--- config.mk ---
export PLATFORM = sky130hd
export DESIGN_NAME = tmr_irq_controller
export DESIGN_NICKNAME = d
export VERILOG_FILES = /design/src/rtl/tmr_irq_controller.sv
export SDC_FILE = /design/constraint.sdc
export NUM_CORES = 1
export LEC_CHECK = 0
export CAP_MARGIN = 10
export CORE_ASPECT_RATIO = 2
export CORE_MARGIN = 4
export CORE_UTILIZATION = 40
export DETAILED_ROUTE_END_ITERATION = 6
export PLACE_DENSITY = 0.81
export SLEW_MARGIN = 20
export SYNTH_ARGS = -nofsm -noshare
export SYNTH_HDL_FRONTEND = slang
export SYNTH_SLANG_ARGS = --single-unit
--- constraint.sdc ---
create_clock -name clk_i -period 1.45 [get_ports clk_i]
set_input_delay 0.29 -clock clk_i [delete_from_list [all_inputs] [get_ports clk_i]]
set_output_delay 0.29 -clock clk_i [all_outputs]
set_load 0.005 [all_outputs]
--- src/rtl/tmr_irq_controller.sv ---
// -----------------------------------------------------------------------------
// tmr_irq_controller
//
// Interrupt front end for the dual-unit 8-bit timer. The timer's twelve
// interrupt lines are edge-detected and latched into pending flags. A software
// enable mask selects which pending flags may interrupt the CPU. One request
// at a time goes out, always the lowest-numbered enabled pending source, with
// a req/ack handshake.
//
// Ports
//   clk_i         system clock, shared with the timer
//   rst_i         asynchronous, active-high reset
//   irq_src_i     raw timer interrupts:
//                   [0]CMIA0 [1]CMIA1 [2]CMIB0  [3]CMIB1  [4]OVI0  [5]OVI1
//                   [6]CMIA2 [7]CMIA3 [8]CMIB2  [9]CMIB3 [10]OVI2 [11]OVI3
//   mask_wr_i     write strobe for the enable mask
//   mask_wdata_i  new enable mask (1 = enabled)
//   mask_o        current enable mask
//   pending_o     latched pending flags, shown without the mask applied
//   irq_req_o     registered request to the CPU
//   irq_vec_o     index of the source being requested
//   irq_ack_i     CPU acknowledge, single-cycle pulse
//
// FSM
//   state | meaning
//   IDLE  | no request out; picks the next enabled pending source
//   REQ   | request held with a stable vector until acked
//   GAP   | one cycle with the request low before the next one
// -----------------------------------------------------------------------------
module tmr_irq_controller #(
  parameter int unsigned           NUM_SRC   = 12,
  parameter int unsigned           VEC_WIDTH = 4,
  parameter logic [NUM_SRC-1:0]    MASK_INIT = '0
) (
  input  logic                 clk_i,
  input  logic                 rst_i,
  input  logic [NUM_SRC-1:0]   irq_src_i,
  input  logic                 mask_wr_i,
  input  logic [NUM_SRC-1:0]   mask_wdata_i,
  output logic [NUM_SRC-1:0]   mask_o,
  output logic [NUM_SRC-1:0]   pending_o,
  output logic                 irq_req_o,
  output logic [VEC_WIDTH-1:0] irq_vec_o,
  input  logic                 irq_ack_i
);

  typedef enum logic [1:0] {
    IDLE = 2'd0,
    REQ  = 2'd1,
    GAP  = 2'd2
  } state_t;

  state_t               state_q, state_d;
  logic [NUM_SRC-1:0]   src_q;
  logic [NUM_SRC-1:0]   pending_q, pending_d;
  logic [NUM_SRC-1:0]   mask_q, mask_d;
  logic                 req_q, req_d;
  logic [VEC_WIDTH-1:0] vec_q, vec_d;

  logic [NUM_SRC-1:0]   src_edge;
  logic [NUM_SRC-1:0]   active;
  logic [NUM_SRC-1:0]   ack_clr;
  logic [VEC_WIDTH-1:0] first_idx;

  // Rising edges only; a line held high is counted once.
  assign src_edge = irq_src_i & ~src_q;
  assign active   = pending_q & mask_q;

  // Lowest set index wins, so scan from the top and let lower bits overwrite.
  always_comb begin
    first_idx = '0;
    for (int i = NUM_SRC - 1; i >= 0; i--) begin
      if (active[i]) begin
        first_idx = VEC_WIDTH'(i);
      end
    end
  end

  always_comb begin
    state_d = state_q;
    req_d   = req_q;
    vec_d   = vec_q;
    ack_clr = '0;
    case (state_q)
      IDLE: begin
        if (|active) begin
          vec_d   = first_idx;
          req_d   = 1'b1;
          state_d = REQ;
        end
      end
      REQ: begin
        // Vector is frozen here: mask changes or higher-priority arrivals
        // do not withdraw a request the CPU may already be handling.
        if (irq_ack_i) begin
          ack_clr = {{(NUM_SRC-1){1'b0}}, 1'b1} << vec_q;
          req_d   = 1'b0;
          state_d = GAP;
        end
      end
      GAP: begin
        req_d   = 1'b0;
        state_d = IDLE;
      end
      default: begin
        req_d   = 1'b0;
        state_d = IDLE;
      end
    endcase
  end

  // A fresh edge on the bit being acked keeps it pending (set wins).
  assign pending_d = (pending_q & ~ack_clr) | src_edge;
  assign mask_d    = mask_wr_i ? mask_wdata_i : mask_q;

  always_ff @(posedge clk_i or posedge rst_i) begin
    if (rst_i) begin
      // All ones so a line already high at reset release is not an edge.
      src_q     <= '1;
      pending_q <= '0;
      mask_q    <= MASK_INIT;
      state_q   <= IDLE;
      req_q     <= 1'b0;
      vec_q     <= '0;
    end else begin
      src_q     <= irq_src_i;
      pending_q <= pending_d;
      mask_q    <= mask_d;
      state_q   <= state_d;
      req_q     <= req_d;
      vec_q     <= vec_d;
    end
  end

  assign mask_o    = mask_q;
  assign pending_o = pending_q;
  assign irq_req_o = req_q;
  assign irq_vec_o = vec_q;

endmodule
# After elaboration in Yosys (flattened, before gate mapping)
# Cells that the tools add are included.
# W data, S select, Z words.
# totals
register_bits	43
in_bits	28
out_inout_bits	29
wordCells	40
# op_classes
n_mux	20
eq_ne	3
n_reduce_logical	4
shifts	1
bitwise_logic	6
# op_table
operator	count
$mux W4	12
$and A12 B12 Y12	3
$mux W12	2
$not A12 Y12	2
$or A12 B12 Y12	1
$reduce_or A12 Y1	1
$shl A1 B4 Y12 const A	1
$mux W2	2
$ne A2 B2 Y1 const B	2
$pmux W2 S2	1
$reduce_and A2 Y1	2
$eq A2 B1 Y1 const B	1
$logic_not A2 Y1	1
$mux W1	2
$pmux W1 S2	1

# Longest topological paths before layout
# depth
word_depth	13
depth_mapped	5
depth_no_buf	5

# Worst setup path before layout
# Ideal clock, no wire load.
# synth_timing
path_type	register to register
start	reg pending_q[1] (netlist: pending_o[1])
end	reg vec_q[0] (netlist: irq_vec_o[0])
period_less_slack_ns	1.602
stages_incl_launch_ff	6
t_required_ns	1.325
path_buffers	0
arrival_time_ns	1.477
slack_ns	-0.152
setup_ns	0.125
path_cell_list	dfrtp_1 > a22o_2 > nand4bb_1 > or2_4 > nand2_4 > mux2_4
# synth_via
elab_chain_cells	3
elab_cells_between_ends	5
classes_between	2 x mux; 1 x bitwise; 2 x reduce/logical
# synth_rtl
item	line_no	text
start: declaration	55	logic [NUM_SRC-1:0] pending_q, pending_d;
start signal: assignment	127	pending_q <= pending_d;
$and A12 B12 Y12 *	67	assign active = pending_q & mask_q;
$reduce_or A12 Y1 / $mux W4 (equally long branches)	86, 73	
$reduce_and A2 Y1 (no source line) / $mux W4 (equally long branches)	-	
end signal: assignment	131	vec_q <= vec_d;
end: declaration	58	logic [VEC_WIDTH-1:0] vec_q, vec_d;
# Mark *: on every way between the ends. The rest lies on a longest branch, timed or not.
# A chain may end at the register's enable or synchronous reset.

# Worst setup path after layout
# layout_timing
start	reg pending_q[3] (netlist: pending_o[3])
end	reg vec_q[0] (netlist: irq_vec_o[0])
# layout_via
elab_chain_cells	5
elab_cells_between_ends	7
classes_between	4 x mux; 1 x bitwise; 2 x reduce/logical
# layout_rtl
item	line_no	text
$and A12 B12 Y12 *	67	
$mux W4 (4 in series)	73	if (active[i]) begin
# Marked as above.

==> metrics.md <==
| Metric | Value |
|---|---|
| Largest family of logic cells by synthesized area | compound AO/OA/AOI/OAI gates |
| Rel. slew slack | 0.748 |
| Initial core utilization | 0.414 |
| Achievable frequency | 614 MHz |
| Max-cap violations | 0 |
| Area growth syn-to-layout | 62.4% |
| Nets | 270 |
| Status | finished with violations |
| Vias | 1512 |
| Std-Cell Core Area | 4090 sq um |
| Total gr overflow | 0 |
| Final WL | 4750 um |
| Total power | around 3.4 mW |
| Port Buffers | between 50 and 60 |
| Ratio of final minimum period to clock period | 1.12 |
| Die ar. | around 5400 sq um |
| Final worst path period need | 1.63 ns |
| FP Rows | 33 |
| Count of final hold-check violations | 0 |
| Antenna-violating nets left | 0 |
| Cell area power density | roughly 1200 nW/um^2 |
| Post-synth net total | approximately 160 |
| Worst slew pin tran | 0.376 ns |
| Drt via density | 5.13 |
| Hold buffers post-CTS | 0 |
| Placement Setup Slack | -0.307 ns |
| CTS buffer count | 5 |
| Total clock sinks | 42 |
| # diodes | 0 |
| Critical path class | flip-flop to flip-flop |
| Sequential element share of the synthesized area | 0.630 |
| DR iter-0 viols | roughly 70 |
| CTS Buffer Depth | 2 |
| Post-synth cell types | 29 |
| Simple-Gate Fraction of Synth Area | 0.0717 |
| P_leak | around 1.2 nW |
| Yosys reg bits | 42 |
| Fin. max-slew vios | 0 |
| Filler cell count | ~320 |
| Initial antenna violation count | 0 |
| Die Width | about 54 um |
| Drt pass-1 iters | 5 |
| Gpl congestion | around 0.85 |
| Post-synthesis mux area share | 0.0976 |
| Clk_lat worst skew | roughly 0.3 ns |
| GRT Util Overall | 0.187 |
| Number of global-route vias before repair | ~1600 |
| Failing checks | setup timing |
| Util after Layout | 0.672 |
| Crit end category | flip-flop |
| CTS root buf | clkbuf_8 |
| Post-DP HPWL | 3520 um |
| DIE HEIGHT | 100 um |
| XOR/XNOR Fraction of Synth Area | 0 |
| First-pass GRT wire length | 7260 um |
| Setup ws final | -0.178 ns |
| Mapped Area | about 1700 sq um |
| Drt drc | 0 |
| IO Count | 57 |
| H-tree Lvls | 2 |
| Syn_area_per_cell | about 12 sq um |
| Syn Inst Count | around 140 |
| Setup violations, final | 5 |
| Hold crit path type | input pin to async pin |
| Yosys warns | 0 |
| CP arrival | around 1.8 ns |
| Layout cell share with drive strength beyond 1 | 0.362 |
| Unrepaired setup endpoints after global routing | true |
| CP startpoint kind | flip-flop |
| Average wire per standard cell | around 16 um |
| CTS tree | done |
| Clock skew | 0.0166 ns |
| Required time worst endpoint | 1.63 ns |
| Register area | 1070 sq um |
| Reg clk slew, reported paths | roughly 0.080 ns |
| Multi-input gate area | between 500 and 600 sq um |
| VDD IR-drop max | about 0.84 mV |
| Largest net degree at the start of global routing | 43 |
| Compound-Gate Fraction of Synth Area | 0.169 |
| Adder-Cell Fraction of Synth Area | 0 |
| CP Max Fanout | 3 |
## registers in the layout, indices dropped and copies added, names as in the netlist
name	cells
mask_o	12
pending_o	12
irq_vec_o	4
state_q	1
irq_req_o	1
src_q	12
## stage by stage
step                setup TNS (ns)  hold WS, ns  std cells  cell area (sq um)
finish                      -0.449        0.341        295               2750
global route                 -1.12        0.369        295               2750
CTS                         -0.512        0.351        290               2710
detailed placement           -2.87        0.485        276               2590
global placement             -2.07        0.461        276               2590
floorplan                   -0.304        0.294        136               1690
## worst max-delay path: stages, from the launching register on
cell	delay, ns
dfrtp_1	0.38
a22o_1	0.25
nand4bb_4	0.24
or2_4	0.26
nand2_4	0.08
mux2_4	0.29
## final cells by class
cell class | instances | area share
inverters | 13 | 0.0178
well taps | 52 | 0.0237
multi-input cells | 80 | 0.215
flip-flops and latches | 42 | 0.390
repair buffers | 100 | 0.325
clock buffers | 8 | 0.0292
## cell families after synthesis
group	count (synthesis)
multiplexers	14
AO/OA/AOI/OAI	44
buffers and inverters	14
AND/OR/NAND/NOR	22
flip-flops	42
## cells in the final DEF (no fill, tap or decap), drive strengths merged, types with 2 or more instances in the layout
master	netlist	final
clkbuf	0	10
dlygate4sd2	0	23
a22o	4	4
o31ai	2	2
a21oi	5	5
or2	2	2
nand2	9	9
buf	1	44
dfrtp	30	30
nand2b	3	3
dfstp	12	12
a32oi	2	2
clkdlybuf4s50	0	27
dlymetal6s2s	0	3
mux2	14	14
nor2	4	4
o21ai	25	25
inv	13	13
a22oi	3	3
## cell usage after synthesis
master | instances | area [sq um]
dfstp_2 | 12 | 315
a22o_1 | 3 | 26.3
a221oi_1 | 1 | 8.76
nand2_4 | 1 | 11.3
mux2_4 | 2 | 30.0
nor2_1 | 4 | 15.0
nand2_1 | 8 | 30.0
nand3b_1 | 1 | 7.51
mux2_2 | 12 | 135
a22oi_4 | 1 | 21.3
a211oi_1 | 1 | 7.51
nand2b_1 | 3 | 18.8
a222oi_1 | 1 | 10.0
a22oi_1 | 1 | 7.51
a22o_2 | 1 | 10.0
or4_1 | 1 | 7.51
dfrtp_1 | 30 | 751
inv_1 | 13 | 48.8
or2_4 | 1 | 8.76
a22oi_2 | 1 | 12.5
buf_1 | 1 | 3.75
a21oi_1 | 5 | 25.0
or2_2 | 1 | 6.26
nand3_1 | 1 | 5.00
o21ai_1 | 2 | 10.0
a32oi_1 | 2 | 17.5
o31ai_1 | 2 | 15.0
o21ai_0 | 23 | 115
nand4bb_1 | 1 | 11.3
## routing by layer
layer	routed length [um]	global-route usage	vias up
met2	2830	0.346	50
met1	1620	0.188	751
met5	0	0	-
met3	209	0.0475	10
met4	88	0.0710	0
li1	-	-	701
## final timing paths
kind,endpoint,cells after the start,slack (ns),from
max in group asynchronous,src_q[3]$_DFF_PP1_,3,0.83,rst_i
min in group clk_i,src_q[9]$_DFF_PP1_,1,0.42,irq_src_i[9]
max,irq_vec_o[0]$_DFFE_PP0P_,5,-0.18,pending_o[3]$_DFF_PP0_
max reg2reg,irq_vec_o[0]$_DFFE_PP0P_,5,-0.18,pending_o[3]$_DFF_PP0_
min,pending_o[8]$_DFF_PP0_,3,0.34,rst_i
min reg2reg,pending_o[8]$_DFF_PP0_,1,0.50,src_q[8]$_DFF_PP1_
## where the power goes
part	internal [mW]	switching [mW]	leakage, nW	total (mW)
combinational	0.687	0.488	0.743	1.18
clock	0.342	0.372	0.0395	0.714
sequential	1.35	0.119	0.448	1.47
## timing repair
item | 4_1_cts | 5_1_grt
setup endpoints to repair | 33 | 18
pin swaps | 4 | 4
gates resized for setup | 34 | 8
buffers inserted | 6 | 5
Note: power is estimated with default switching activity, not from simulation.
